===== src/rtl/sixty_countdown.sv =====
// MM:SS countdown timer: two mod-(FIELD_MAX+1) down-count fields, button preset, start/stop, 1-cycle Expire.
// Define SIXTY_COUNTDOWN_AUTORELOAD_EN to reload the preset at 00:00 and keep running instead of entering DONE.
module sixty_countdown #(
  parameter int TICK_DIV  = 50_000_000,
  parameter int FIELD_MAX = 59
) (
  input  logic       Clk_50MHz,
  input  logic       Reset_N,
  input  logic       Start,
  input  logic       Stop,
  input  logic       Add,
  input  logic       Subtract,
  input  logic       Sel,
  output logic [5:0] sec_count,
  output logic [5:0] min_count,
  output logic       Running,
  output logic       Done_led,
  output logic       Expire
);

  localparam int            PW         = (TICK_DIV > 1) ? $clog2(TICK_DIV) : 1;
  localparam logic [PW-1:0] PRESC_LAST = PW'(TICK_DIV - 1);
  localparam logic [5:0]    FMAX       = 6'(FIELD_MAX);

  typedef enum logic [1:0] {IDLE, RUN, PAUSE, DONE} state_t;

  state_t        state, state_nx;
  logic [3:0]    btn_s1, btn_s2, btn_prev;   // {Subtract, Add, Stop, Start}
  logic          sel_s1, sel_s2;
  logic          start_p, stop_p, add_p, sub_p;
  logic [5:0]    sec_q, min_q, sec_nx, min_nx;
  logic [5:0]    psec_q, pmin_q, psec_nx, pmin_nx;
  logic [5:0]    fld, fld_adj;
  logic [PW-1:0] presc_q, presc_nx;
  logic          expire_q, expire_nx;
  logic          nonzero;

  always_ff @(posedge Clk_50MHz or negedge Reset_N) begin
    if (!Reset_N) begin
      btn_s1   <= '0;
      btn_s2   <= '0;
      btn_prev <= '0;
      sel_s1   <= 1'b0;
      sel_s2   <= 1'b0;
      state    <= IDLE;
      sec_q    <= '0;
      min_q    <= '0;
      psec_q   <= '0;
      pmin_q   <= '0;
      presc_q  <= '0;
      expire_q <= 1'b0;
    end else begin
      btn_s1   <= {Subtract, Add, Stop, Start};
      btn_s2   <= btn_s1;
      btn_prev <= btn_s2;
      sel_s1   <= Sel;
      sel_s2   <= sel_s1;
      state    <= state_nx;
      sec_q    <= sec_nx;
      min_q    <= min_nx;
      psec_q   <= psec_nx;
      pmin_q   <= pmin_nx;
      presc_q  <= presc_nx;
      expire_q <= expire_nx;
    end
  end

  // A held level produces exactly one pulse, on its synchronised rising edge.
  assign {sub_p, add_p, stop_p, start_p} = btn_s2 & ~btn_prev;
  assign nonzero = (sec_q != 6'd0) || (min_q != 6'd0);

  always_comb begin
    fld     = sel_s2 ? min_q : sec_q;
    fld_adj = fld;
    if (add_p && !sub_p)
      fld_adj = (fld == FMAX) ? 6'd0 : fld + 6'd1;
    else if (sub_p && !add_p)
      fld_adj = (fld == 6'd0) ? FMAX : fld - 6'd1;
  end

  always_comb begin
    state_nx  = state;
    sec_nx    = sec_q;
    min_nx    = min_q;
    psec_nx   = psec_q;
    pmin_nx   = pmin_q;
    presc_nx  = presc_q;
    expire_nx = 1'b0;
    case (state)
      IDLE: begin
        if (start_p && !stop_p && nonzero) begin
          state_nx = RUN;
          presc_nx = '0;
        end else if (add_p ^ sub_p) begin
          if (sel_s2) min_nx = fld_adj;
          else        sec_nx = fld_adj;
          psec_nx = sel_s2 ? sec_q : fld_adj;
          pmin_nx = sel_s2 ? fld_adj : min_q;
        end
      end
      RUN: begin
        if (stop_p) begin
          state_nx = PAUSE;
        end else if (presc_q == PRESC_LAST) begin
          presc_nx = '0;
          if (sec_q != 6'd0) begin
            sec_nx = sec_q - 6'd1;
          end else if (min_q != 6'd0) begin
            sec_nx = FMAX;
            min_nx = min_q - 6'd1;
          end
          // This tick lands on 00:00.
          if (sec_q == 6'd1 && min_q == 6'd0) begin
            expire_nx = 1'b1;
`ifdef SIXTY_COUNTDOWN_AUTORELOAD_EN
            sec_nx = psec_q;
            min_nx = pmin_q;
`else
            state_nx = DONE;
`endif
          end
        end else begin
          presc_nx = presc_q + PW'(1);
        end
      end
      PAUSE: begin
        if (stop_p) begin
          state_nx = IDLE;
          sec_nx   = psec_q;
          min_nx   = pmin_q;
        end else if (start_p) begin
          state_nx = RUN;
        end
      end
      DONE: begin
        if (start_p || stop_p) begin
          state_nx = IDLE;
          sec_nx   = psec_q;
          min_nx   = pmin_q;
        end
      end
      default: state_nx = IDLE;
    endcase
  end

  assign sec_count = sec_q;
  assign min_count = min_q;
  assign Running   = (state == RUN);
  assign Done_led  = (state == DONE);
  assign Expire    = expire_q;

endmodule


===== config.mk =====
export PLATFORM = sky130hd
export DESIGN_NAME = sixty_countdown
export DESIGN_NICKNAME = d
export VERILOG_FILES = /design/src/rtl/sixty_countdown.sv
export SDC_FILE = /design/constraint.sdc
export NUM_CORES = 1
export LEC_CHECK = 0
export BUFFER_PORTS_ARGS = -buffer_cell sky130_fd_sc_hd__buf_2
export CAP_MARGIN = 20
export CORE_ASPECT_RATIO = 2
export CORE_MARGIN = 3
export CORE_UTILIZATION = 43
export DETAILED_ROUTE_END_ITERATION = 12
export PLACE_DENSITY = 0.67
export SLEW_MARGIN = 20
export SYNTH_ARGS = -nofsm -noshare
export SYNTH_HDL_FRONTEND = slang
export SYNTH_SLANG_ARGS = --single-unit

===== constraint.sdc =====
create_clock -name Clk_50MHz -period 4.6 [get_ports Clk_50MHz]
set_input_delay 1.38 -clock Clk_50MHz [delete_from_list [all_inputs] [get_ports Clk_50MHz]]
set_output_delay 1.38 -clock Clk_50MHz [all_outputs]
set_load 0.1 [all_outputs]

# --- After elaboration in Yosys (flattened, before gate mapping) ---
# Index checks and enable logic that the tools add are counted.
classes:
  bitwise_logic: 4
  reduce_logical: 21
  n_mux: 41
  n_eq_ne: 19
  shifts: 0
  magnitude_cmp: 0
  multipliers: 0
  div: 0
  addsub: 5
op_table:
  columns: ["op", "n"]
  rows:
  - ["$mux 6", 23]
  - ["$mux 26", 3]
  - ["$pmux 26 s2", 1]
  - ["$pmux 6 s4", 2]
  - ["$add 26x1->26 const B", 1]
  - ["$eq 26x26->1 const B", 1]
  - ["$sub 6x1->6 const B", 3]
  - ["$mux 2", 7]
  - ["$logic_not 6->1", 2]
  - ["$ne 2x2->1 const B", 6]
  - ["$reduce_bool 6->1", 2]
  - ["$ne 3x1->1 const B", 3]
  - ["$pmux 2 s4", 1]
  - ["$reduce_and 8->1", 1]
  - ["$reduce_and 7->1", 1]
  - ["$add 6x1->6 const B", 1]
  - ["$eq 6x1->1 const B", 1]
  - ["$eq 6x6->1 const B", 1]
  - ["$ne 2x1->1 const B", 3]
  - ["$reduce_and 3->1", 2]
  - ["$logic_and 1x1->1", 5]
  - ["$reduce_and 5->1", 1]
  - ["$and 4x4->4", 1]
  - ["$eq 2x2->1 const B", 2]
  - ["10 further kinds", 16]
word_totals:
  latch_bits: 0
  romBits: 0
  n_memories: 0
  ramBits: 0
  out_inout_bits: 15
  register_bits: 67
  elab_cells: 102

# --- Logic depth before layout (Yosys ltp) ---
# Gate-level depths: netlist (run 1).
depth:
  depth_word: 10
  depth_mapped: 12
  ltp_nobuf: 9

# --- Worst setup path after synthesis (run 1) ---
# Ideal clock, no wire load.
synth_path:
  path_kind: "register to output"
  start: "reg state[1]"
  end: "out Running"
  path_slack_ns: 1.310
  arrival_ns: 1.910
  n_path_buf: 3
  stages_incl_launch_ff: 6
  path_cell_list: "dfrtp_1 -> buf_2 -> nand2b_1 -> buf_2 -> inv_1 -> clkbuf_1"
synth_via:
  elab_chain_len: 1
synth_rtl:
  columns: ["element", "line", "source"]
  rows:
  - ["start, declared", "27", "state_t state, state_nx;"]
  - ["start signal, assigned", "58", "state <= state_nx;"]
  - ["$eq 2x1->1", "148", "assign Running = (state == RUN);"]
  - ["end, declared", "16", "output logic Running,"]
# Every way passes these cells.

# --- Worst setup path after layout (run 1) ---
# Ends and elaborated chain as after synthesis.

==> flow_summary.yaml, run 1 <==
logic_synthesis:
  async_flop_share_pct: 100.0
  synthTopCellsByCount: "dfrtp_1 (67), nor2_1 (42), nand2_1 (41)"
  synth_top_area_share_pct: 40.97
  syn-num-nets: 471
  syn_area_per_cell_um2: 9.015
  synth_cell_types: 72
  synth_area_um2: 4093
  synthTopCellsByArea: "dfrtp_1 (41%), o21ai_0 (4.6%), nor2_1 (3.9%), nand2_1 (3.8%), ha_1 (3.1%)"
  synth_edf_count: 0
  synthFlopType: "dfrtp_1"
  syn_inst: 454
  ys.warnings.count: 0
  synth-seq-area-share_pct: 40.97
  yosysTopAreaCell: "dfrtp_1"
  yosysMostFrequentCell: "dfrtp_1"
  yosys_register_bits: 67
routing:
  viasPerCell: 6.338
  wl_mm: 11.20
  ant_nets: 0
  vias: 3581
  drt_iter0_markers: 295
  post_drt_wl_per_cell_um: 19.82
  drc: 0
  drt_first_pass_iters: 8
finish:
  instances_no_fill: 565
  drive_above_1_share_pct: 12.31
  num_antenna_cells: 0
  fin_nets: 475
  multi_input_area_um2: 2217
  fillerInstances: 873
  synthToLayoutAreaGrowth_pct: 10.36
  seq_area_um2: 1677
timing:
  maxSlewViolCount: 0
  min_period_ns: 3.833
  worst_pin_slew_ns: 0.9315
  rsz0062_at_grt: "false"
  setup_viol: 0
  fin_skew_ns: 0.008089
  clock.fmax_mhz: 260.9
  slew_headroom_pct: 37.49
  finalHoldViolCount: 0
  finalCritPeriodShare_pct: 83.34
  final.setup.tns_ns: 0
power_and_ir_drop:
  peakVddDrop_v: 0.0002628
  total_power_w: 0.002780
  power.density_nw_per_um2: 615.4
  p_leak_nw: 1.930
global_route:
  grt_pass1_vias: 3666
  antenna_found_initial: 0
  grt_usage_pct: 22.64
  grt_overflow: 0
  grt_max_degree: 48
  grt_pass1_wl_mm: 18.30
clock_tree:
  cts.sinks: 67
  ctsHoldBuffers: 0
  cts_root_buf: "clkbuf_16"
  clock_latency_ns: 0.34
  cts_tree: "yes"
  post_cts_buffers: 0
  clockBufferDepth: 2
  clkTransAtPathRegs_ns: 0.06
  cts_htree_levels: 3
  cts-buffers-inserted: 9
  ctsResizeCount: 0
die:
  start_util_pct: 44.80
  io_pins: 22
  die_h_um: 144.0
  die_w_um: 74.99
  row_count: 49
  coreArea_um2: 9135
  die-area_um2: 10800
setup_path:
  cp.required_ns: 3.22
  path_buf_inv: 2
  worstPathArrival_ns: 2.45
  slowest_stage: "dfrtp_1"
  cp_top_family: "buffers and inverters"
  path_cells: "nand2b_1 -> inv_1 -> buf_2"
  crit_path_max_incr_delay_ns: 0.70
  cp-start-kind: "flop"
  crit_path_end_kind: "output port"
  cp_max_fo: 26
  crit_type: "flop to output port"
place:
  dp_hpwl_mm: 8.172
  numPortBuffers: 21
  dp.cells: 549
  gp_congestion: 0.9614
job:
  maxCapViolations: 0
hold_path:
  holdCritPathClass: "flop to flop"
run_status:
  run_status: "finished, final reports clean"
-- layer usage --
layer / track usage (%) / routed length, µm
met4: 17.92 / 872
met1: 22.57 / 3949
met5: 0 / 0
met2: 39.28 / 5964
met3: 4.175 / 410
-- cell usage in the layout, fill, tap and decap left out, types with 4 or more instances in the layout --
| cell type | synthesis | layout |
|---|---|---|
| a211oi_1 | 7 | 7 |
| a21oi_1 | 15 | 15 |
| a31oi_1 | 7 | 7 |
| and3_1 | 8 | 8 |
| buf_2 | 9 | 20 |
| clkbuf_16 | 0 | 9 |
| dfrtp_1 | 67 | 67 |
| ha_1 | 10 | 10 |
| inv_1 | 19 | 19 |
| mux2i_1 | 12 | 12 |
| nand2_1 | 41 | 41 |
| nand2b_1 | 4 | 4 |
| nand3_1 | 16 | 16 |
| nand4_1 | 7 | 7 |
| nor2_1 | 42 | 42 |
| nor2b_1 | 5 | 5 |
| nor3_1 | 12 | 12 |
| nor4_1 | 8 | 8 |
| o21a_1 | 4 | 4 |
| o21ai_0 | 38 | 38 |
| o2bb2ai_1 | 8 | 8 |
| o31ai_1 | 4 | 4 |
| or3_1 | 4 | 4 |
| xnor2_1 | 12 | 12 |
| xor2_1 | 8 | 8 |
-- worst register-to-register path, cell delays in order (launching register included) --
cell and delay [ns]:
dfrtp_1 0.74, mux2i_1 0.44, ha_1 0.29, or4bb_1 0.43
o32ai_1 0.19, nor2_1 0.08, a22oi_1 0.51, mux2i_1 0.14
o21ai_0 0.20
-- final cells by class --
class | count | share of cell area (%)
Timing Repair Buffer | 23 | 2.715
Sequential cell | 67 | 37.12
Clock buffer | 10 | 5.069
Clock inverter | 6 | 1.607
Multi-Input combinational cell | 338 | 49.09
Tap cell | 102 | 2.825
Inverter | 19 | 1.579
-- metrics by stage --
step | hold WS, ns | instance area [µm²] | setup WS, ns | utilization, %
4_1_cts | 0.3494 | 4514 | 0.8112 | 49.42
3_3_place_gp | 0.3318 | 4213 | 1.217 | 46.12
3_5_place_dp | 0.3347 | 4213 | 1.172 | 46.12
6_report | 0.3463 | 4517 | 0.7665 | 49.45
5_1_grt | 0.3598 | 4517 | 0.6788 | 49.45
2_1_floorplan | 0.3312 | 4093 | 1.310 | -
-- cell families after synthesis --
family	synth area share [%]
compound gates	19.60
xor+xnor	4.280
flops	40.97
buf+inv	4.861
fa+ha+maj	3.057
mux	3.485
simple gates	23.75
-- where the power goes --
part           switching [W]  internal (W)  leakage [nW]
logic               0.000841      0.000342         0.919
registers           0.000210      0.000699         0.867
clock network       0.000263      0.000425         0.144
total                0.00131       0.00147          1.93
-- sequential cells by signal (all words and copies together), names as in the netlist --
| name | flops |
|---|---|
| btn_s1 | 4 |
| sel_s2 | 1 |
| btn_prev | 4 |
| presc_q | 26 |
| pmin_q | 6 |
| psec_q | 6 |
| sec_count | 6 |
| sel_s1 | 1 |
| min_count | 6 |
| btn_s2 | 4 |
| Expire | 1 |
| state | 2 |
-- path summary, 6_finish.rpt --
path	start	endpoint	slack, ns	depth (start not counted)
setup / recovery	state[1]	Running	0.77	3
max in group asynchronous	Reset_N	state[1]	2.82	2
setup reg to reg	sel_s2	psec_q[3]	1.48	8
hold / removal	btn_s1[2]	btn_s2[2]	0.35	0
hold reg to reg	btn_s1[2]	btn_s2[2]	0.35	0
min in group asynchronous	Reset_N	presc_q[4]	1.06	1
Power figures use the tool's default switching activity.
==> run 2, diff against run 1 <==
Settings changed: PLACE_DENSITY 0.67 to 0.7.
Clock period 4.6 ns to 3.5 ns, I/O delays scaled along.
==> run 2 against run 1 <==
Hold slack better by 0.0028 ns; register-to-register slack lost 0.85 ns; wire length grew 2.1%; total power grew 34%; clock skew fell by 0.00068 ns; setup slack lost 0.31 ns; via count is 1.5% higher; utilization grew 0.68 points; sequential share of layout area fell by 0.51 points; combinational power grew 36%; clock power increased by 36%; critical path type unchanged; critical endpoint unchanged; highest routed layer unchanged.
==> flow_summary.yaml, run 2 (synthesis gave the netlist of run 1 again) <==
run_status:
  run_status: "finished, final reports clean"
power_and_ir_drop:
  p_leak_nw: 1.964
  power.density_nw_per_um2: 811.3
  peakVddDrop_v: 0.0002963
place:
  numPortBuffers: 21
  dp_hpwl_mm: 8.258
  pre_cts_slack_ns: 0.7015
  gp_congestion: 0.9746
routing:
  wl_mm: 11.44
  viasPerCell: 6.355
  vias: 3635
  drt_iter0_markers: 281
  ant_nets: 0
  drc: 0
  post_drt_wl_per_cell_um: 19.99
  drt_first_pass_iters: 5
die:
  row_count: 49
  die_w_um: 74.99
  die-area_um2: 10800
  start_util_pct: 44.80
  coreArea_um2: 9135
  die_h_um: 144.0
  io_pins: 22
setup_path:
  cp-endpoint: "Running"
  cp.required_ns: 2.45
  crit_type: "flop to output port"
  r2r_end: "min_count[3]"
  crit_path_end_kind: "output port"
  worstPathArrival_ns: 1.99
  reg2reg_from: "sel_s2"
  ff2ff_setup_slack_ns: 0.63
  cp_max_fo: 14
  cp-start-kind: "flop"
  crit_start: "state[0]"
  reg2reg_depth: 8
timing:
  clock.fmax_mhz: 328.7
  worst_pin_slew_ns: 0.8584
  finalHoldViolCount: 0
  finalCritPeriodShare_pct: 86.93
  fin_skew_ns: 0.007412
  setup_viol: 0
  slew_headroom_pct: 42.34
  maxSlewViolCount: 0
  min_period_ns: 3.042
  setup_ws_ns: 0.4576
  rsz0062_at_grt: "false"
  final.setup.tns_ns: 0
global_route:
  grt_pass1_wl_mm: 18.64
  grt_pass1_vias: 3743
  antenna_found_initial: 0
  grt_usage_pct: 23.03
  grt_overflow: 0
  grt_max_degree: 68
clock_tree:
  ctsResizeCount: 0
  cts.sinks: 67
  cts_tree: "yes"
  clock_latency_ns: 0.34
  cts-buffers-inserted: 9
  clkTransAtPathRegs_ns: 0.06
  cts_root_buf: "clkbuf_16"
  cts_htree_levels: 3
  ctsHoldBuffers: 0
  clockBufferDepth: 2
  post_cts_buffers: 0
hold_path:
  min_path_cells: 0
  hp-start: "btn_s1[1]"
  holdCritPathClass: "flop to flop"
finish:
  largest_register: "presc_q"
  layout_commonest_cell: "dfrtp_1"
  synthToLayoutAreaGrowth_pct: 11.89
  num_antenna_cells: 0
  fin_nets: 482
  drive_above_1_share_pct: 13.83
  largest_register_ff_count: 26
  fillerInstances: 854
  layout_common_cells: "dfrtp_1 (67), nor2_1 (42), nand2_1 (41)"
job:
  maxCapViolations: 0
-- run 2: layer usage --
| metal | GRT usage (%) | vias up | wire [µm] |
|---|---|---|---|
| li1 | - | 1685 | - |
| met1 | 22.97 | 1794 | 4028 |
| met2 | 40.57 | 115 | 6332 |
| met3 | 4.523 | 41 | 422 |
| met4 | 16.60 | 0 | 651 |
| met5 | 0 | - | 0 |
-- run 2: worst min-delay path by stage --
stage,end,slack [ns]
4_1_cts,btn_s2[1],0.35
6_report,btn_s2[1],0.35
5_1_grt,btn_s2[0],0.36
3_5_place_dp,btn_s2[1],0.34
2_1_floorplan,btn_s2[0],0.33
3_3_place_gp,sel_s2,0.33
-- run 2: area by class of cell --
class | instances | area (µm²) | area share, %
inverters | 19 | 71.32 | 1.557
clock inverters | 5 | 61.31 | 1.339
repair buffers | 30 | 172.7 | 3.771
flip-flops and latches | 67 | 1677 | 36.61
multi-input cells | 338 | 2217 | 48.42
well taps | 102 | 127.6 | 2.787
clock buffers | 11 | 252.7 | 5.519
-- run 2: worst max-delay path, stage by stage (launching register included) --
cell and delay [ns]:
dfrtp_1 0.66, nand2b_1 0.39, inv_1 0.16, buf_2 0.44
-- run 2: where the power goes --
group	switching (W)	total, W	internal [W]	leakage [nW]
Sequential	0.000248	0.00117	0.000919	0.867
Combinational	0.00113	0.00161	0.000478	0.953
Clock	0.000346	0.000937	0.000591	0.144
Total	0.00173	0.00372	0.00199	1.96
-- run 2: per-stage QoR --
step           utilization, %  hold slack, ns  std cells  power [W]  instance area, µm²
3_3_place_gp            46.69          0.3337        556   0.002741                4265
3_5_place_dp            46.69          0.3410        556   0.002768                4265
5_1_grt                 50.13          0.3618        572   0.003913                4579
4_1_cts                 50.13          0.3537        572   0.003707                4579
2_1_floorplan               -          0.3312        454   0.002370                4093
6_report                50.13          0.3490        572   0.003715                4579
